==> src/rtl/capture_sequencer_if.sv <==
`default_nettype none
// ============================================================================
//  Module   : capture_sequencer_if
//  Purpose  : Groups the sample/command inputs and RAM-write/status outputs
//             of the capture sequencer into one bundle.
//  Revision : 1.0  initial release
// ============================================================================
interface capture_sequencer_if #(
  parameter int INDEX_WIDTH = 60,
  parameter int ADDR_WIDTH  = 12
);
  // command, sample stream and capture setup
  logic                   cmd_arm;
  logic                   cmd_abort;
  logic                   trigger;
  logic [15:0]            sample;
  logic                   sample_strobe;
  logic [INDEX_WIDTH-1:0] index;
  logic [ADDR_WIDTH-1:0]  pre_words;
  logic [INDEX_WIDTH-1:0] post_count;
  // RAM write port and capture status
  logic                   wr_en;
  logic [ADDR_WIDTH-1:0]  wr_addr;
  logic [15:0]            wr_data;
  logic [ADDR_WIDTH-1:0]  trig_addr;
  logic [INDEX_WIDTH-1:0] trig_index;
  logic [2:0]             state;
  logic                   done;
  logic                   overflow;

  // source / controller side
  modport master (
    output cmd_arm, cmd_abort, trigger, sample, sample_strobe, index, pre_words, post_count,
    input  wr_en, wr_addr, wr_data, trig_addr, trig_index, state, done, overflow
  );

  // sequencer side
  modport slave (
    input  cmd_arm, cmd_abort, trigger, sample, sample_strobe, index, pre_words, post_count,
    output wr_en, wr_addr, wr_data, trig_addr, trig_index, state, done, overflow
  );
endinterface
`default_nettype wire

==> src/rtl/capture_sequencer.sv <==
`default_nettype none
// ============================================================================
//  Module   : capture_sequencer
//  Purpose  : Runs one logic-analyser capture (arm, pre-trigger fill, wait
//             for trigger, post-trigger record, stop) and drives the ring
//             buffer write port.
//  Revision : 1.0  initial release
// ============================================================================
module capture_sequencer #(
  parameter int INDEX_WIDTH = 60,
  parameter int ADDR_WIDTH  = 12
) (
  input  logic               clk,
  input  logic               rst,
  capture_sequencer_if.slave bus
);

  typedef enum logic [2:0] {
    S_IDLE    = 3'd0,
    S_PRETRIG = 3'd1,
    S_ARMED   = 3'd2,
    S_POST    = 3'd3,
    S_DONE    = 3'd4
  } state_t;

  state_t                 state_q,        state_d;
  logic [ADDR_WIDTH-1:0]  ptr_q,          ptr_d;
  logic [ADDR_WIDTH-1:0]  pre_cnt_q,      pre_cnt_d;
  logic [ADDR_WIDTH-1:0]  pre_words_q,    pre_words_d;
  logic [INDEX_WIDTH-1:0] post_count_q,   post_count_d;
  logic [ADDR_WIDTH-1:0]  trig_addr_q,    trig_addr_d;
  logic [INDEX_WIDTH-1:0] trig_index_q,   trig_index_d;
  logic                   wr_en_q,        wr_en_d;
  logic [ADDR_WIDTH-1:0]  wr_addr_q,      wr_addr_d;
  logic [15:0]            wr_data_q,      wr_data_d;
  logic                   done_q,         done_d;
  logic                   overflow_q,     overflow_d;
  logic                   post_written_q, post_written_d;

  logic [ADDR_WIDTH-1:0]  pre_cnt_next;
  logic [INDEX_WIDTH-1:0] post_dist;
  logic                   do_write;

  // Next-state, write decision and pointer bookkeeping
  always_comb begin
    state_d        = state_q;
    ptr_d          = ptr_q;
    pre_cnt_d      = pre_cnt_q;
    pre_words_d    = pre_words_q;
    post_count_d   = post_count_q;
    trig_addr_d    = trig_addr_q;
    trig_index_d   = trig_index_q;
    wr_en_d        = 1'b0;
    wr_addr_d      = wr_addr_q;
    wr_data_d      = wr_data_q;
    done_d         = 1'b0;
    overflow_d     = overflow_q;
    post_written_d = post_written_q;
    do_write       = 1'b0;
    pre_cnt_next   = pre_cnt_q;
    // distance travelled since the trigger, modulo the index width
    post_dist      = bus.index - trig_index_q;

    if (bus.cmd_abort) begin
      state_d = S_IDLE;
    end else begin
      case (state_q)
        S_IDLE, S_DONE: begin
          if (bus.cmd_arm) begin
            ptr_d          = '0;
            pre_cnt_d      = '0;
            overflow_d     = 1'b0;
            post_written_d = 1'b0;
            pre_words_d    = bus.pre_words;
            post_count_d   = bus.post_count;
            // no history requested: go straight to waiting for the trigger
            state_d        = (bus.pre_words == '0) ? S_ARMED : S_PRETRIG;
          end
        end
        S_PRETRIG: begin
          do_write = bus.sample_strobe;
          if (bus.sample_strobe && (pre_cnt_q != pre_words_q))
            pre_cnt_next = pre_cnt_q + 1'b1;
          pre_cnt_d = pre_cnt_next;
          if (pre_cnt_next == pre_words_q)
            state_d = S_ARMED;
        end
        S_ARMED: begin
          // a coincident strobe is the trigger word and lands at trig_addr
          do_write = bus.sample_strobe;
          if (bus.trigger) begin
            state_d        = S_POST;
            trig_addr_d    = ptr_q;
            trig_index_d   = bus.index;
            post_written_d = 1'b0;
          end
        end
        S_POST: begin
          if (post_dist >= post_count_q) begin
            state_d = S_DONE;
          end else if (bus.sample_strobe) begin
            // writing here again would overwrite the trigger word
            if (post_written_q && (ptr_q == trig_addr_q)) begin
              state_d    = S_DONE;
              overflow_d = 1'b1;
            end else begin
              do_write       = 1'b1;
              post_written_d = 1'b1;
            end
          end
        end
        default: state_d = S_IDLE;
      endcase
    end

    if (do_write) begin
      wr_en_d   = 1'b1;
      wr_addr_d = ptr_q;
      wr_data_d = bus.sample;
      ptr_d     = ptr_q + 1'b1;
    end

    if ((state_d == S_DONE) && (state_q != S_DONE))
      done_d = 1'b1;
  end

  // State and registered outputs, cleared by synchronous reset
  always_ff @(posedge clk) begin
    if (rst) begin
      state_q        <= S_IDLE;
      ptr_q          <= '0;
      pre_cnt_q      <= '0;
      pre_words_q    <= '0;
      post_count_q   <= '0;
      trig_addr_q    <= '0;
      trig_index_q   <= '0;
      wr_en_q        <= 1'b0;
      wr_addr_q      <= '0;
      wr_data_q      <= '0;
      done_q         <= 1'b0;
      overflow_q     <= 1'b0;
      post_written_q <= 1'b0;
    end else begin
      state_q        <= state_d;
      ptr_q          <= ptr_d;
      pre_cnt_q      <= pre_cnt_d;
      pre_words_q    <= pre_words_d;
      post_count_q   <= post_count_d;
      trig_addr_q    <= trig_addr_d;
      trig_index_q   <= trig_index_d;
      wr_en_q        <= wr_en_d;
      wr_addr_q      <= wr_addr_d;
      wr_data_q      <= wr_data_d;
      done_q         <= done_d;
      overflow_q     <= overflow_d;
      post_written_q <= post_written_d;
    end
  end

  assign bus.wr_en      = wr_en_q;
  assign bus.wr_addr    = wr_addr_q;
  assign bus.wr_data    = wr_data_q;
  assign bus.trig_addr  = trig_addr_q;
  assign bus.trig_index = trig_index_q;
  assign bus.state      = state_q;
  assign bus.done       = done_q;
  assign bus.overflow   = overflow_q;

endmodule
`default_nettype wire

==> src/flat_wrapper.sv <==
// flat-port wrapper written by rule: the top's interface ports become plain ports
module capture_sequencer_flat 
#(
  parameter int INDEX_WIDTH = 60,
  parameter int ADDR_WIDTH  = 12
)
  (clk, rst, bus_cmd_arm, bus_cmd_abort, bus_trigger, bus_sample, bus_sample_strobe, bus_index, bus_pre_words, bus_post_count, bus_wr_en, bus_wr_addr, bus_wr_data, bus_trig_addr, bus_trig_index, bus_state, bus_done, bus_overflow);
  capture_sequencer_if #(.INDEX_WIDTH(INDEX_WIDTH), .ADDR_WIDTH(ADDR_WIDTH)) bus_i ();
  input  logic clk;
  input  logic rst;
  input wire logic [$bits(bus_i.cmd_arm)-1:0] bus_cmd_arm;
  input wire logic [$bits(bus_i.cmd_abort)-1:0] bus_cmd_abort;
  input wire logic [$bits(bus_i.trigger)-1:0] bus_trigger;
  input wire logic [$bits(bus_i.sample)-1:0] bus_sample;
  input wire logic [$bits(bus_i.sample_strobe)-1:0] bus_sample_strobe;
  input wire logic [$bits(bus_i.index)-1:0] bus_index;
  input wire logic [$bits(bus_i.pre_words)-1:0] bus_pre_words;
  input wire logic [$bits(bus_i.post_count)-1:0] bus_post_count;
  output wire logic [$bits(bus_i.wr_en)-1:0] bus_wr_en;
  output wire logic [$bits(bus_i.wr_addr)-1:0] bus_wr_addr;
  output wire logic [$bits(bus_i.wr_data)-1:0] bus_wr_data;
  output wire logic [$bits(bus_i.trig_addr)-1:0] bus_trig_addr;
  output wire logic [$bits(bus_i.trig_index)-1:0] bus_trig_index;
  output wire logic [$bits(bus_i.state)-1:0] bus_state;
  output wire logic [$bits(bus_i.done)-1:0] bus_done;
  output wire logic [$bits(bus_i.overflow)-1:0] bus_overflow;
  assign bus_i.cmd_arm = bus_cmd_arm;
  assign bus_i.cmd_abort = bus_cmd_abort;
  assign bus_i.trigger = bus_trigger;
  assign bus_i.sample = bus_sample;
  assign bus_i.sample_strobe = bus_sample_strobe;
  assign bus_i.index = bus_index;
  assign bus_i.pre_words = bus_pre_words;
  assign bus_i.post_count = bus_post_count;
  assign bus_wr_en = bus_i.wr_en;
  assign bus_wr_addr = bus_i.wr_addr;
  assign bus_wr_data = bus_i.wr_data;
  assign bus_trig_addr = bus_i.trig_addr;
  assign bus_trig_index = bus_i.trig_index;
  assign bus_state = bus_i.state;
  assign bus_done = bus_i.done;
  assign bus_overflow = bus_i.overflow;
  capture_sequencer #(.INDEX_WIDTH(INDEX_WIDTH), .ADDR_WIDTH(ADDR_WIDTH)) u_core (.clk(clk), .rst(rst), .bus(bus_i));
endmodule
==> config.mk <==
export PLATFORM = sky130hd
export DESIGN_NAME = capture_sequencer_flat
export DESIGN_NICKNAME = d
export VERILOG_FILES = /design/src/rtl/capture_sequencer_if.sv /design/src/rtl/capture_sequencer.sv /design/src/flat_wrapper.sv
export SDC_FILE = /design/constraint.sdc
export NUM_CORES = 1
export LEC_CHECK = 0
export CAP_MARGIN = 20
export CORE_UTILIZATION = 53
export CTS_CLUSTER_SIZE = 28
export DETAILED_ROUTE_END_ITERATION = 10
export PLACE_DENSITY = 0.82
export RECOVER_POWER = 50
export SLEW_MARGIN = 5
export SYNTH_ARGS = -nofsm -noshare
export SYNTH_HDL_FRONTEND = slang
export SYNTH_SLANG_ARGS = --single-unit
==> constraint.sdc <==
create_clock -name clk -period 6.9 [get_ports clk]
set_input_delay 0.69 -clock clk [delete_from_list [all_inputs] [get_ports clk]]
set_output_delay 0.69 -clock clk [all_outputs]
set_load 0.01 [all_outputs]
# [Yosys cells after proc, flatten, opt, wreduce, memory -nomap -nowiden]
# Cells that the tools add are included.
[totals] regBits=203 latchBits=0 ram_bits=0 romBits=0 in_bits=154 out_inout_bits=106 wordCells=86 memories=0
[op_classes] add_sub_neg=3 n_mul=0 n_div=0 n_lt_le_gt_ge=1 eq_ne=16 shift=0 n_mux=34 n_bitwise=1 reduce_logical=18
[op_table] op="two-way mux 12 bit" count=7
[op_table] op=">= comparator 60 bit" count=1
[op_table] op="subtractor 60 bit" count=1
[op_table] op="adder 12 x 1 -> 12 bit (second input constant)" count=2
[op_table] op="equality test 12 bit" count=2
[op_table] op="case mux 12 bit (2 select lines)" count=1
[op_table] op="two-way mux 3 bit" count=7
[op_table] op="two-way mux 1 bit" count=14
[op_table] op="zero test 12 bit" count=1
[op_table] op="!= test 12 bit" count=1
[op_table] op="case mux 3 bit (4 select lines)" count=1
[op_table] op="AND reduction 3 bit" count=4
[op_table] op="!= test 2 bit (second input constant)" count=5
[op_table] op="nonzero test 2 bit" count=4
[op_table] op="AND reduction 7 bit" count=1
[op_table] op="equality test 3 x 2 -> 1 bit (second input constant)" count=2
[op_table] op="equality test 3 bit (second input constant)" count=2
[op_table] op="AND reduction 6 bit" count=1
[op_table] op="!= test 2 x 1 -> 1 bit (second input constant)" count=2
[op_table] op="case mux 1 bit (2 select lines)" count=2
[op_table] op="OR reduction 2 bit" count=2
[op_table] op="equality test 3 x 1 -> 1 bit (second input constant)" count=1
[op_table] op="logical AND 1 bit" count=3
[op_table] op="zero test 3 bit" count=1
[op_table] op="other kinds (5)" count=5

# [Logic depth before layout (Yosys ltp)]
[depth] depth_word=12 mapped_depth=26 depth_no_buf=25

# [Worst setup path before layout]
# No wires, ideal clock.
[synth_timing] path_type="input-to-reg" from="input port bus_index[33]" to="register u_core.wr_addr_q[0] (netlist: u_core.bus.wr_addr[0])" setup_ps=128 arrival_time_ps=4987 required_time_ps=6772 path_slack_ps=1785 cell_stages=22 n_path_buf=2 cell_sequence="ha_1 -> buf_6 -> a21o_1 -> a21o_1 -> a211oi_2 -> o21ai_1 -> a2111o_1 -> or2_1 -> a31o_1 -> a211oi_2 -> o31ai_1 -> xnor2_1 -> ha_1 -> nand4_1 -> nor3_1 -> nand2_1 -> nor4_1 -> a21oi_1 -> a31oi_1 -> buf_2 -> mux2i_1 -> nor2_1"
[synth_between] elab_chain_len=5
[synth_lines] item="from (decl)" line="flat_wrapper.sv:16" rtl="input wire logic [$bits(bus_i.index)-1:0] bus_index;"
[synth_lines] item="subtractor 60 bit" line="capture_sequencer.sv:62" rtl="post_dist = bus.index - trig_index_q;"
[synth_lines] item=">= comparator 60 bit" line="capture_sequencer.sv:99" rtl="if (post_dist >= post_count_q) begin"
[synth_lines] item="two-way mux 1 bit" line="capture_sequencer.sv:99"
[synth_lines] item="case mux 1 bit (2 select lines)" line="capture_sequencer.sv:67" rtl="case (state_q)"
[synth_lines] item="two-way mux 1 bit" line="capture_sequencer.sv:64" rtl="if (bus.cmd_abort) begin"
[synth_lines] item="to (signal assigned)" line="capture_sequencer.sv:152" rtl="wr_addr_q <= wr_addr_d;"
[synth_lines] item="to (decl)" line="capture_sequencer.sv:34" rtl="logic [ADDR_WIDTH-1:0] wr_addr_q, wr_addr_d;"
# No other way between the ends.
# A chain may end at the register's enable or synchronous reset.

# [Worst setup path after layout]
[layout_timing] from="input port bus_index[0]" to="register u_core.ptr_q[2]"
[layout_between] elab_chain_len=7
[layout_lines] item="subtractor 60 bit (*)" line="capture_sequencer.sv:62"
[layout_lines] item=">= comparator 60 bit (*)" line="capture_sequencer.sv:99"
[layout_lines] item="two-way mux 1 bit (*)" line="capture_sequencer.sv:99"
[layout_lines] item="case mux 1 bit (2 select lines) (*)" line="capture_sequencer.sv:67"
[layout_lines] item="two-way mux 1 bit (*)" line="capture_sequencer.sv:64"
[layout_lines] item="!= test 2 x 1 -> 1 bit (no line) / nonzero test 2 bit (equally long branches)"
[layout_lines] item="AND reduction 3 bit (no line)"
[layout_lines] item="to (signal assigned)" line="capture_sequencer.sv:145" rtl="ptr_q <= ptr_d;"
[layout_lines] item="to (decl)" line="capture_sequencer.sv:27" rtl="logic [ADDR_WIDTH-1:0] ptr_q, ptr_d;"
# Every way passes the cells marked *; elsewhere a longest branch is shown, timed or not.

==> impl_metrics.env <==
export IMPL_status="complete, but fails checks"
export IMPL_violations="max-capacitance violations, max-slew violations"
export IMPL_power_mw=3.11
export IMPL_final_common_cell="nand2_1"
export IMPL_critPathCaptureType="flop"
export IMPL_fillers=1915
export IMPL_die_height_microns=159
export IMPL_ys_seq_elements=203
export IMPL_synthToLayoutAreaGrowth_pct=27.6
export IMPL_cap_violations=2
export IMPL_die_area_sq_mm=0.0252
export IMPL_yosys_area_top_type_share=0.313
export IMPL_postSynthCellCount=1728
export IMPL_portBuffers=259
export IMPL_setup_viol=0
export IMPL_cts_tree="yes"
export IMPL_drt_iter0_markers=819
export IMPL_async_flop_share=0
export IMPL_hold_viol=0
export IMPL_critPathRequiredTime_ps=7310
export IMPL_relSlewSlack=-1.22
export IMPL_cts_clk_slew_worst_paths_ps=60
export IMPL_cts_buffers=24
export IMPL_cts_max_level=1
export IMPL_final_cell_mix="nand2_1 (346), a21oi_1 (230), dfxtp_1 (203)"
export IMPL_place_congestion=0.938
export IMPL_grt_antenna_before_repair=3
export IMPL_report_final_slew_viol_count=117
export IMPL_max_freq_mhz=162
export IMPL_critPathLaunch="bus_index[0]"
export IMPL_grt_pass1_wl_microns=57600
export IMPL_viasPerCell=5.58
export IMPL_worst_slew_pin_slew_ps=3320
export IMPL_rrSetupSlack_ps=1010
export IMPL_min_path_type="reg -> reg"
export IMPL_fp_row_count=56
export IMPL_final_core_util=0.699
export IMPL_ant_nets=0
export IMPL_reg2reg_to="u_core.ptr_q[2]$_SDFFE_PP0P_"
export IMPL_grt_pass1_vias=11900
export IMPL_ir_worst_vdd_v=0.000151
export IMPL_wl_microns=36200
export IMPL_crit_type="in -> reg"
export IMPL_drt_pass1_iterations=7
export IMPL_grt_max_degree=137
export IMPL_holdBufCountCts=0
export IMPL_start_util=0.547
export IMPL_vias=12700
export IMPL_drive_gt1_frac=0.0337
export IMPL_ys_warn_count=0
export IMPL_cts_resized_gates=0
export IMPL_crit_path_end="u_core.ptr_q[2]$_SDFFE_PP0P_"
export IMPL_yosysTopAreaCell="dfxtp_1"
export IMPL_grt_use_total=0.281
export IMPL_yosysSeqAreaShare=0.313
export IMPL_cts_setup_buffers=0
export IMPL_finalCritPeriodShare=0.896
export IMPL_avgRoutedWirePerCell_microns=15.9
export IMPL_grt_overflow=0
export IMPL_worstPathArrival_ps=6590
export IMPL_core_area_sq_mm=0.0238
export IMPL_crit_path_start_kind="input pin"
export IMPL_drc=0
export IMPL_synth_edf_count=0
export IMPL_synth_nets=2004
export IMPL_period_needed_ps=6180
export IMPL_rsz0062_at_grt="no"
export IMPL_postSynthAreaPerCell_sq_um=7.53
export IMPL_insertion_delay_ps=520
export IMPL_clk_path_buf_depth=3
export IMPL_rr_worst_depth=22
export IMPL_reg2reg_from="u_core.bus.trig_index[0]$_SDFFE_PP0P_"
export IMPL_cts_sinks=203
export IMPL_root_buffer="clkbuf_16"
export IMPL_synth_area_sq_mm=0.0130
export IMPL_p_leak_nw=6.85
export IMPL_cp_max_fo=15
export IMPL_io_pins=260
export IMPL_synthDistinctLibCells=69
export IMPL_die_w_microns=159
export IMPL_fin_tns_setup_ps=0
export IMPL_p_per_area_mw_per_mm2=188
export IMPL_fin_nets=2215
export IMPL_fin_skew_ps=13.0
export IMPL_synth_top_cells_by_area="dfxtp_1 (31%), ha_1 (12%), nand2_1 (10%)"
export IMPL_post_dp_hpwl_microns=26500
export IMPL_ys_flop_type="dfxtp_1"
## worst max-delay path: stages
cell	delay, ps
clkdlybuf4s50_1	420
inv_1	60
ha_1	150
inv_1	50
fa_1	400
a21oi_1	210
o21ai_1	110
a21oi_1	260
a2bb2oi_1	450
a311oi_1	230
or2_1	280
a31o_1	250
a211oi_2	300
o31ai_1	130
xnor2_1	150
ha_1	280
nand4_1	110
nor3_1	290
nand2_1	120
nor4_1	190
a21oi_1	210
a31oi_4	550
nand2_1	370
o311ai_1	300
## area by class of cell
cell class,instances,area (sq um),share of cell area
Timing Repair Buffer,268,2670,0.161
Inverter,134,503,0.0303
Sequential cell,203,4060,0.245
Multi-Input combinational cell,1308,8130,0.490
Clock inverter,9,126,0.00762
Clock buffer,34,699,0.0422
Tap cell,319,399,0.0241
Antenna cell,2,5.00,0.000302
## through the flow
stage / instance area, sq um / instances / worst slack [ps] / hold slack (ps)
after global placement: 15800 / 2232 / 399 / 442
after detailed placement: 15800 / 2232 / 258 / 447
final: 16600 / 2277 / 720 / 454
after global routing: 16600 / 2276 / 125 / 469
after floorplan: 13000 / 1728 / 1780 / 436
after CTS: 16600 / 2275 / 766 / 455
## where the power goes
part	leakage [nW]	switching, mW	internal [mW]
Sequential	1.64	0.0159	1.20
Combinational	4.80	0.305	0.272
Clock	0.405	0.507	0.816
## metal layers
metal,part of all wire,up-vias,global-route usage,wire (microns)
met5,0.00030,-,0,11
met4,0.025,2,0.0838,891
met3,0.063,62,0.0408,2300
met2,0.47,387,0.482,16900
met1,0.44,5939,0.364,16100
li1,-,6324,-,-
## how the worst min path moves through the flow
stage,from,to,slack [ps],cells after the start
after floorplan,u_core.post_count_q[10]$_SDFFE_PP0P_,u_core.post_count_q[10]$_SDFFE_PP0P_,440,2
after global routing,u_core.post_count_q[45]$_SDFFE_PP0P_,u_core.post_count_q[45]$_SDFFE_PP0P_,470,2
final,u_core.post_count_q[37]$_SDFFE_PP0P_,u_core.post_count_q[37]$_SDFFE_PP0P_,450,2
after CTS,u_core.post_count_q[5]$_SDFFE_PP0P_,u_core.post_count_q[5]$_SDFFE_PP0P_,450,2
after global placement,u_core.post_count_q[26]$_SDFFE_PP0P_,u_core.post_count_q[26]$_SDFFE_PP0P_,440,2
after detailed placement,u_core.post_count_q[5]$_SDFFE_PP0P_,u_core.post_count_q[5]$_SDFFE_PP0P_,450,2
## kinds of logic after synthesis
| group | count (synthesis) | synth area share |
|---|---|---|
| flip-flops | 203 | 0.313 |
| buffers and inverters | 217 | 0.0640 |
| multiplexers | 30 | 0.0231 |
| XOR/XNOR | 90 | 0.0606 |
| AO/OA/AOI/OAI | 451 | 0.213 |
| adder cells (fa/ha/maj) | 122 | 0.118 |
| AND/OR/NAND/NOR | 615 | 0.209 |
## state kept, by name (all words and copies together), names as in the netlist
signal                 cells
u_core.bus.wr_data        16
u_core.pre_words_q        12
u_core.post_count_q       60
u_core.pre_cnt_q          12
u_core.bus.wr_addr        12
u_core.bus.trig_index     60
u_core.bus.state           3
u_core.post_written_q      1
u_core.ptr_q              12
u_core.bus.trig_addr      12
u_core.bus.overflow        1
u_core.bus.done            1
u_core.bus.wr_en           1
## synthesized netlist by cell type, types with 3 or more instances
master / n
nor2_1: 100
nand2_1: 346
ha_1: 121
nand4_1: 26
and4_1: 4
nor3b_1: 8
mux2i_1: 30
nor2b_1: 10
o21ai_1: 19
a211oi_1: 3
o31ai_1: 3
xnor2_1: 52
o21bai_1: 17
nand3_1: 22
a31oi_1: 10
a22oi_1: 6
a21oi_1: 230
buf_2: 8
o21ai_0: 44
a311oi_1: 7
nand2b_1: 19
inv_1: 133
clkbuf_1: 70
nor4_1: 10
xor2_1: 38
o211ai_1: 4
buf_1: 4
a211o_1: 3
and2_1: 6
o211a_1: 3
or2_2: 7
dfxtp_1: 203
o21a_1: 11
or3_1: 8
a21o_1: 61
nor3_1: 20
and3_1: 20
Power figures use the tool's default switching activity.
